File: src/rtl/mux_nx1_scanner.sv
// mux_nx1_scanner: registered N:1 channel mux with manual select or auto-scan.
// Define MUX_CH_MASK_EN to add a ch_mask input that excludes channels from selection.
module mux_nx1_scanner #(
  parameter int unsigned NUM_CH = 8,
  parameter int unsigned DATA_W = 8,
  parameter int unsigned SEL_W  = 3
) (
  input  logic                     clk,
  input  logic                     rst_n,
  input  logic [NUM_CH*DATA_W-1:0] din,
  input  logic [SEL_W-1:0]         sel,
  input  logic                     mode,
  input  logic                     en,
`ifdef MUX_CH_MASK_EN
  input  logic [NUM_CH-1:0]        ch_mask,
`endif
  output logic [DATA_W-1:0]        dout,
  output logic                     dout_valid,
  output logic [SEL_W-1:0]         ch_idx,
  output logic                     scan_wrap,
  output logic                     sel_err
);

  typedef enum logic {ST_MANUAL = 1'b0, ST_SCAN = 1'b1} state_e;

  localparam logic [SEL_W-1:0] LAST_CH = SEL_W'(NUM_CH - 1);

  state_e            state_q;
  logic [SEL_W-1:0]  cnt_q;
  logic [SEL_W-1:0]  ch_idx_q;
  logic [DATA_W-1:0] dout_q;
  logic              dout_valid_q;
  logic              scan_wrap_q;
  logic              sel_err_q;

  logic [NUM_CH-1:0] mask_c;
  logic              any_c;
  logic              ge_hit_c;
  logic              sel_masked_c;
  logic              man_ok_c;
  logic [SEL_W-1:0]  first_any_c;
  logic [SEL_W-1:0]  first_ge_c;
  logic [SEL_W-1:0]  last_c;
  logic [SEL_W-1:0]  scan_ptr_c;
  logic [SEL_W-1:0]  ptr_c;
  logic [SEL_W-1:0]  cnt_nxt_c;
  logic [DATA_W-1:0] data_c;

`ifdef MUX_CH_MASK_EN
  assign mask_c = ch_mask;
`else
  assign mask_c = '0;
`endif

  // Scan target: first unmasked channel at/after cnt, else wrap to lowest unmasked
  always_comb begin
    any_c        = 1'b0;
    ge_hit_c     = 1'b0;
    sel_masked_c = 1'b0;
    first_any_c  = '0;
    first_ge_c   = '0;
    last_c       = '0;
    for (int i = 0; i < int'(NUM_CH); i++) begin
      if (!mask_c[i]) begin
        if (!any_c) first_any_c = SEL_W'(i);
        if (!ge_hit_c && (SEL_W'(i) >= cnt_q)) begin
          first_ge_c = SEL_W'(i);
          ge_hit_c   = 1'b1;
        end
        any_c  = 1'b1;
        last_c = SEL_W'(i);
      end else if (SEL_W'(i) == sel) begin
        sel_masked_c = 1'b1;
      end
    end
    scan_ptr_c = ge_hit_c ? first_ge_c : first_any_c;
  end

  assign man_ok_c  = (32'(sel) < NUM_CH) && !sel_masked_c;
  assign ptr_c     = (state_q == ST_SCAN) ? scan_ptr_c : sel;
  assign cnt_nxt_c = (scan_ptr_c == LAST_CH) ? '0 : scan_ptr_c + SEL_W'(1);

  always_comb begin
    data_c = '0;
    for (int i = 0; i < int'(NUM_CH); i++) begin
      if (SEL_W'(i) == ptr_c) data_c = din[i*DATA_W +: DATA_W];
    end
  end

  // Mode FSM and registered outputs; pointer always uses the pre-edge state
  always_ff @(posedge clk or negedge rst_n) begin
    if (!rst_n) begin
      state_q      <= ST_MANUAL;
      cnt_q        <= '0;
      ch_idx_q     <= '0;
      dout_q       <= '0;
      dout_valid_q <= 1'b0;
      scan_wrap_q  <= 1'b0;
      sel_err_q    <= 1'b0;
    end else begin
      dout_valid_q <= 1'b0;
      scan_wrap_q  <= 1'b0;
      sel_err_q    <= 1'b0;
      case (state_q)
        ST_MANUAL: begin
          cnt_q <= '0;
          if (en) begin
            if (man_ok_c) begin
              dout_q       <= data_c;
              ch_idx_q     <= ptr_c;
              dout_valid_q <= 1'b1;
            end else begin
              dout_q    <= '0;
              sel_err_q <= 1'b1;
            end
          end
          if (mode) state_q <= ST_SCAN;
        end
        ST_SCAN: begin
          if (en && any_c) begin
            dout_q       <= data_c;
            ch_idx_q     <= ptr_c;
            dout_valid_q <= 1'b1;
            scan_wrap_q  <= (scan_ptr_c == last_c);
            cnt_q        <= cnt_nxt_c;
          end
          if (!mode) begin
            state_q <= ST_MANUAL;
            cnt_q   <= '0;
          end
        end
      endcase
    end
  end

  assign dout       = dout_q;
  assign dout_valid = dout_valid_q;
  assign ch_idx     = ch_idx_q;
  assign scan_wrap  = scan_wrap_q;
  assign sel_err    = sel_err_q;

endmodule

File: config.mk
export PLATFORM = sky130hd
export DESIGN_NAME = mux_nx1_scanner
export DESIGN_NICKNAME = d
export VERILOG_FILES = /design/src/rtl/mux_nx1_scanner.sv
export SDC_FILE = /design/constraint.sdc
export NUM_CORES = 1
export LEC_CHECK = 0
export CAP_MARGIN = 20
export CORE_MARGIN = 3
export CORE_UTILIZATION = 37
export CTS_CLUSTER_DIAMETER = 40
export DETAILED_ROUTE_END_ITERATION = 10
export HOLD_SLACK_MARGIN = 0.06
export PLACE_DENSITY_LB_ADDON = 0.15
export SYNTH_ARGS = -nofsm -noshare
export SYNTH_HDL_FRONTEND = slang
export SYNTH_SLANG_ARGS = --single-unit
File: constraint.sdc
create_clock -name clk -period 2.9 [get_ports clk]
set_input_delay 0.58 -clock clk [delete_from_list [all_inputs] [get_ports clk]]
set_output_delay 0.58 -clock clk [all_outputs]
set_load 0.01 [all_outputs]
## Word-level counts from Yosys, hierarchy flattened

Cells that the tools add are included.

- Register bits after elaboration: 17
- Input bits: 71
- Output and inout bits: 14
- Logic and storage cells: 75

- $add $sub $neg: 1
- Magnitude comparators: 8
- Equal/unequal tests: 9
- Multiplexer cells: 35
- Bitwise operators: 1
- Reductions and logical operators: 15

Operators by type and width:

| operator | number |
|---|---|
| $mux W8 | 9 |
| $mux W3 | 12 |
| $mux W1 | 13 |
| $eq A3 B3 Y1 const A | 4 |
| $ge A3 B3 Y1 const A | 4 |
| $logic_and A1 B1 Y1 | 7 |
| $logic_not A1 Y1 | 7 |
| $eq A2 B3 Y1 const A | 2 |
| $ge A1 B3 Y1 const A | 2 |
| $ge A2 B3 Y1 const A | 2 |
| $pmux W3 S2 | 1 |
| $add A3 B1 Y3 const B | 1 |
| $eq A1 B3 Y1 const A | 1 |
| $eq A3 B3 Y1 const B | 1 |
| $logic_not A3 Y1 | 1 |
| $ne A3 B3 Y1 const B | 1 |
| $not A1 Y1 | 1 |

## Depth between registers and ports, before layout

- Word-level depth: 35
- Depth in mapped cells: 8
- Gate-level depth less buffers: 7

## Least setup slack after synthesis

OpenSTA, ideal clock, no wires.

- Path type: flip-flop to flip-flop
- Start: register cnt_q[1]
- End: register dout_q[0] (netlist: dout[0])
- Library setup time: 0.088 ns
- Arrival: 1.965 ns
- Required time: 2.812 ns
- Slack: 0.846 ns
- Cell stages (with the launch flop): 9
- Path buffers: 1
- Cell sequence: dfrtp_1 inv_1 ha_1 nor2b_1 a31oi_1 buf_2 nor3_1 nand2_1 a41oi_1

- Cells in the longest elaborated chain, start to end: 35
- Elaborated cells between the ends (all ways): 56
- Classes of those cells: order compare: 8; eq/ne: 7; mux: 26; reduce/logical: 15

RTL lines:

| item | RTL line | text |
|---|---|---|
| start, declared | 29 | `logic [SEL_W-1:0] cnt_q;` |
| start signal, assigned | 125 | `cnt_q <= cnt_nxt_c;` |
| $ge A1 B3 Y1 | 66 | `if (!ge_hit_c && (SEL_W'(i) >= cnt_q)) begin` |
| $mux W1 | 66 |  |
| $logic_not A1 Y1 | 66 |  |
| $logic_and A1 B1 Y1 | 66 |  |
| $mux W1 | 66 |  |
| $logic_not A1 Y1 | 66 |  |
| $logic_and A1 B1 Y1 | 66 |  |
| $mux W1 | 66 |  |
| (+13 left out) | - |  |
| $logic_and A1 B1 Y1 | 66 |  |
| $mux W3 / $mux W1 (equally long branches) | 66 |  |
| $mux W3 (*) | 76 | `scan_ptr_c = ge_hit_c ? first_ge_c : first_any_c;` |
| $mux W3 (*) | 80 | `assign ptr_c = (state_q == ST_SCAN) ? scan_ptr_c : sel;` |
| $logic_not A3 Y1 | 86 | `if (SEL_W'(i) == ptr_c) data_c = din[i*DATA_W +: DATA_W];` |
| $mux W8 (7 in series) | 86 |  |
| $mux W8 (*) | 86 |  |
| $mux W8 (*) | 107, 120 |  |
| end signal, assigned | 109 | `dout_q <= data_c;` |
| end signal, assigned | 121 | `dout_q <= data_c;` |
| end, declared | 31 | `logic [DATA_W-1:0] dout_q;` |

Every way passes the cells marked *; elsewhere a longest branch is shown, timed or not. The select of a mux whose other input is x is not followed.
A chain may end at the register's enable or synchronous reset.

## Final worst setup path

- Start: register cnt_q[1]
- End: register dout_q[7] (netlist: dout[7])

The elaborated chain is that of the path after synthesis.

==> results.json <==
{
  "status": "finished, final reports clean",
  "tightestPinTransition_ns": 0.745,
  "static-leakage-power_nw": 0.870,
  "cts_setup_buffers": 0,
  "worst_path_arrival_ns": 2.59,
  "worst-endpoint-required_ns": 3.10,
  "cell_internal_power_w": 0.000484,
  "grt_overflow_total": 0,
  "min-delay-path-class": "reg -> reg",
  "fmaxAchievable_ghz": 0.420,
  "start_kind": "register",
  "grt_antenna_before_repair": 0,
  "netlist_area_mm2": 0.00135,
  "tritoncts": "built",
  "clk_root_buffer_cell": "clkbuf_4",
  "grt-busiest-layer": "met2",
  "cts_num_sinks": 17,
  "grt_max_degree": 31,
  "synth_edf_count": 0,
  "final_ant_viol_nets": 0,
  "netSwitchingFraction": 0.277,
  "yosysWarningCount": 0,
  "clock_path_buffers": 2,
  "setup_viol": 0,
  "irDropWorstVdd_mv": 0.126,
  "final_critical_path_setup_slack_ns": 0.517,
  "floorplan.die.height_um": 66.3,
  "fillerInstances": 310,
  "floorplan.core_area_mm2": 0.00342,
  "synth_fp_nets": 229,
  "rsz0062_at_grt": "false",
  "total_number_of_h_tree_levels": 1,
  "vias_per_cell": 5.49,
  "postRouteWirelength_um": 4320,
  "detail_route.first_pass.iterations": 4,
  "clkTransAtPathRegs_ns": 0.09,
  "place_congestion": 0.940,
  "fin_crit_ns": 2.38,
  "design_power_total_w": 0.000670,
  "syn_avg_cell_area_um2": 8.74,
  "vias_in_the_first_global_route": 1513,
  "ys.flop_type": "dfrtp_1",
  "met1_layer_usage_reported_by_global_route": 0.265,
  "net-switching-power_w": 0.000185,
  "groute.layer.met3.usage": 0.0408,
  "worstSetupPathType": "reg -> reg",
  "detailroute.via_count": 1533,
  "setup.worst_path.end_class": "register",
  "slew_violations": 0,
  "worst_skew_pair.late_latency_ns": 0.28,
  "crit_path_max_fo": 9,
  "final_layout_size_suffix_gt1_frac": 0.0815,
  "cts_hold_buf": 0,
  "hpwl_um": 3520,
  "groute.layer.met2.usage": 0.302,
  "multiInputGateArea_um2": 846,
  "numCtsBuffers": 3,
  "synth_cell_types": 37,
  "synthTopCellsByCount": "nor2_1 (19), dfrtp_1 (17), nand2_1 (16)",
  "synth_async_sr_flop_share": 1.00,
  "sequentialPowerShare": 0.413,
  "number_of_remaining_drc_errors": 0,
  "seq_area_um2": 425,
  "fin_util": 0.650,
  "max-cap-violations": 0,
  "setup_total_negative_slack_ns": 0,
  "finalNetCount": 309,
  "drt-initial-drc-count": 117,
  "io_count": 85,
  "chipWidth_um": 66.3,
  "route.detailed.wl_per_inst_um": 15.5,
  "floorplan.rows": 21,
  "preCtsSetupSlack_ns": 0.331,
  "post_cts_resize_count": 0,
  "antennaDiodeCount": 0,
  "gr_util_all_layers": 0.192,
  "syn-instance-count": 154,
  "final_hold_viol_count": 0,
  "synth.top_cell.area_share": 0.316,
  "initial_standard_cell_utilization_of_the_core": 0.394,
  "post-route-period-util": 0.822,
  "clock_tree_skew_after_final_layout_ns": 0.000473,
  "area_enclosed_by_the_die_boundary_mm2": 0.00440,
  "synthMostInstantiatedCell": "nor2_1",
  "synth_sequential_area_ratio": 0.316,
  "p_comb_frac": 0.403,
  "grt_pass1_wl_um": 6730,
  "syn_to_final_growth_pct": 64.9,
  "cells_taking_the_most_area_after_synthesis": "dfrtp_1 (32%), mux2_2 (5.9%), nor2_1 (5.3%)",
  "synthDominantAreaCellType": "dfrtp_1",
  "numPortBuffers": 83,
  "worst_slew_margin_rel": 0.502,
  "power_per_cell_area_mw_per_mm2": 302,
  "power.clock.fraction": 0.184,
  "synth_seq_cells": 17
}
[routing by layer]
metal / part of all wire / routed length, µm / vias to the layer above
met2: 0.44 / 1890 / 101
li1: - / - / 732
met1: 0.45 / 1960 / 696
met4: 0.012 / 52 / 0
met5: 0 / 0 / -
met3: 0.095 / 412 / 4
[flip-flops by register name, summed over array words and instances (netlist names)]
| name | cells |
|---|---|
| dout | 8 |
| cnt_q | 3 |
| ch_idx | 3 |
| dout_valid | 1 |
| scan_wrap | 1 |
| state_q | 1 |
[path summary, 6_finish.rpt]
kind	from	endpoint	slack, ns	cells past startpoint
min reg2reg	ch_idx[2]$_DFFE_PN0P_	ch_idx[2]$_DFFE_PN0P_	0.54	2
min in group asynchronous	rst_n	ch_idx[2]$_DFFE_PN0P_	0.73	1
min	ch_idx[2]$_DFFE_PN0P_	ch_idx[2]$_DFFE_PN0P_	0.54	2
max in group asynchronous	rst_n	cnt_q[2]$_DFFE_PN0P_	1.70	1
max	cnt_q[1]$_DFFE_PN0P_	dout[7]$_DFFE_PN0P_	0.52	7
max reg2reg	cnt_q[1]$_DFFE_PN0P_	dout[7]$_DFFE_PN0P_	0.52	7
[layout by cell type, fill, tap and decap left out]
cell type        instances
o32a_1                   1
clkdlybuf4s50_1         83
a31oi_1                  2
nor2b_1                  2
mux2_4                   3
a22oi_2                  1
nand2_1                 16
a311o_1                  2
clkbuf_4                 3
nor3b_1                  1
inv_1                    3
nand2b_1                 7
and3b_1                  1
a31oi_2                  1
a221oi_1                 7
nand3_1                  1
buf_4                    3
nand4b_1                 1
or3_1                    7
ha_1                     4
nand4_1                  3
or2_2                    1
a21oi_1                 10
clkbuf_1                 1
mux2i_1                  7
nor3_1                   1
dfrtp_1                 17
a32o_1                   1
and3_1                   1
a41oi_1                  7
mux2_2                   7
o22ai_1                  7
conb_1                   1
nor2_1                  19
and2_1                   1
[stage by stage]
stage	hold WS, ns	std cells	cell area, µm²
after floorplan	0.284	154	1350
after global placement	0.505	275	2190
after detailed placement	0.528	275	2190
after CTS	0.548	279	2220
after global routing	0.580	279	2220
final	0.544	279	2220
[logic make-up after synthesis]
| logic type | Yosys count | share of synthesized area |
|---|---|---|
| AND/OR/NAND/NOR | 62 | 0.226 |
| AO/OA/AOI/OAI | 39 | 0.218 |
| multiplexers | 17 | 0.144 |
| flip-flops | 17 | 0.316 |
| buffers and inverters | 14 | 0.0558 |
| adder cells (fa/ha/maj) | 4 | 0.0372 |
| other | 1 | 0.00279 |
[power by group through the flow]
stage	Clock [W]	Combinational (W)	Sequential, W
after detailed placement	0	0.000268	0.000281
final	0.000123	0.000270	0.000277
after floorplan	0	0.0000992	0.000286
after global routing	0.000135	0.000290	0.000281
after CTS	0.000124	0.000270	0.000277
after global placement	0	0.000265	0.000280
[layout make-up]
| type | count | share of cell area |
|---|---|---|
| repair buffers | 86 | 0.384 |
| inverters | 3 | 0.00507 |
| clock buffers | 4 | 0.0118 |
| well taps | 46 | 0.0259 |
| flip-flops and latches | 17 | 0.192 |
| multi-input cells | 123 | 0.381 |
[worst max-delay path, cell delays in order (launching register included)]
cell and delay (ns):
dfrtp_1 0.52, inv_1 0.15, ha_1 0.20, nor2b_1 0.24, a32o_1 0.44, a221oi_1 0.17
or3_1 0.36, a41oi_1 0.22
No activity file was read; power rests on OpenSTA's default activity.
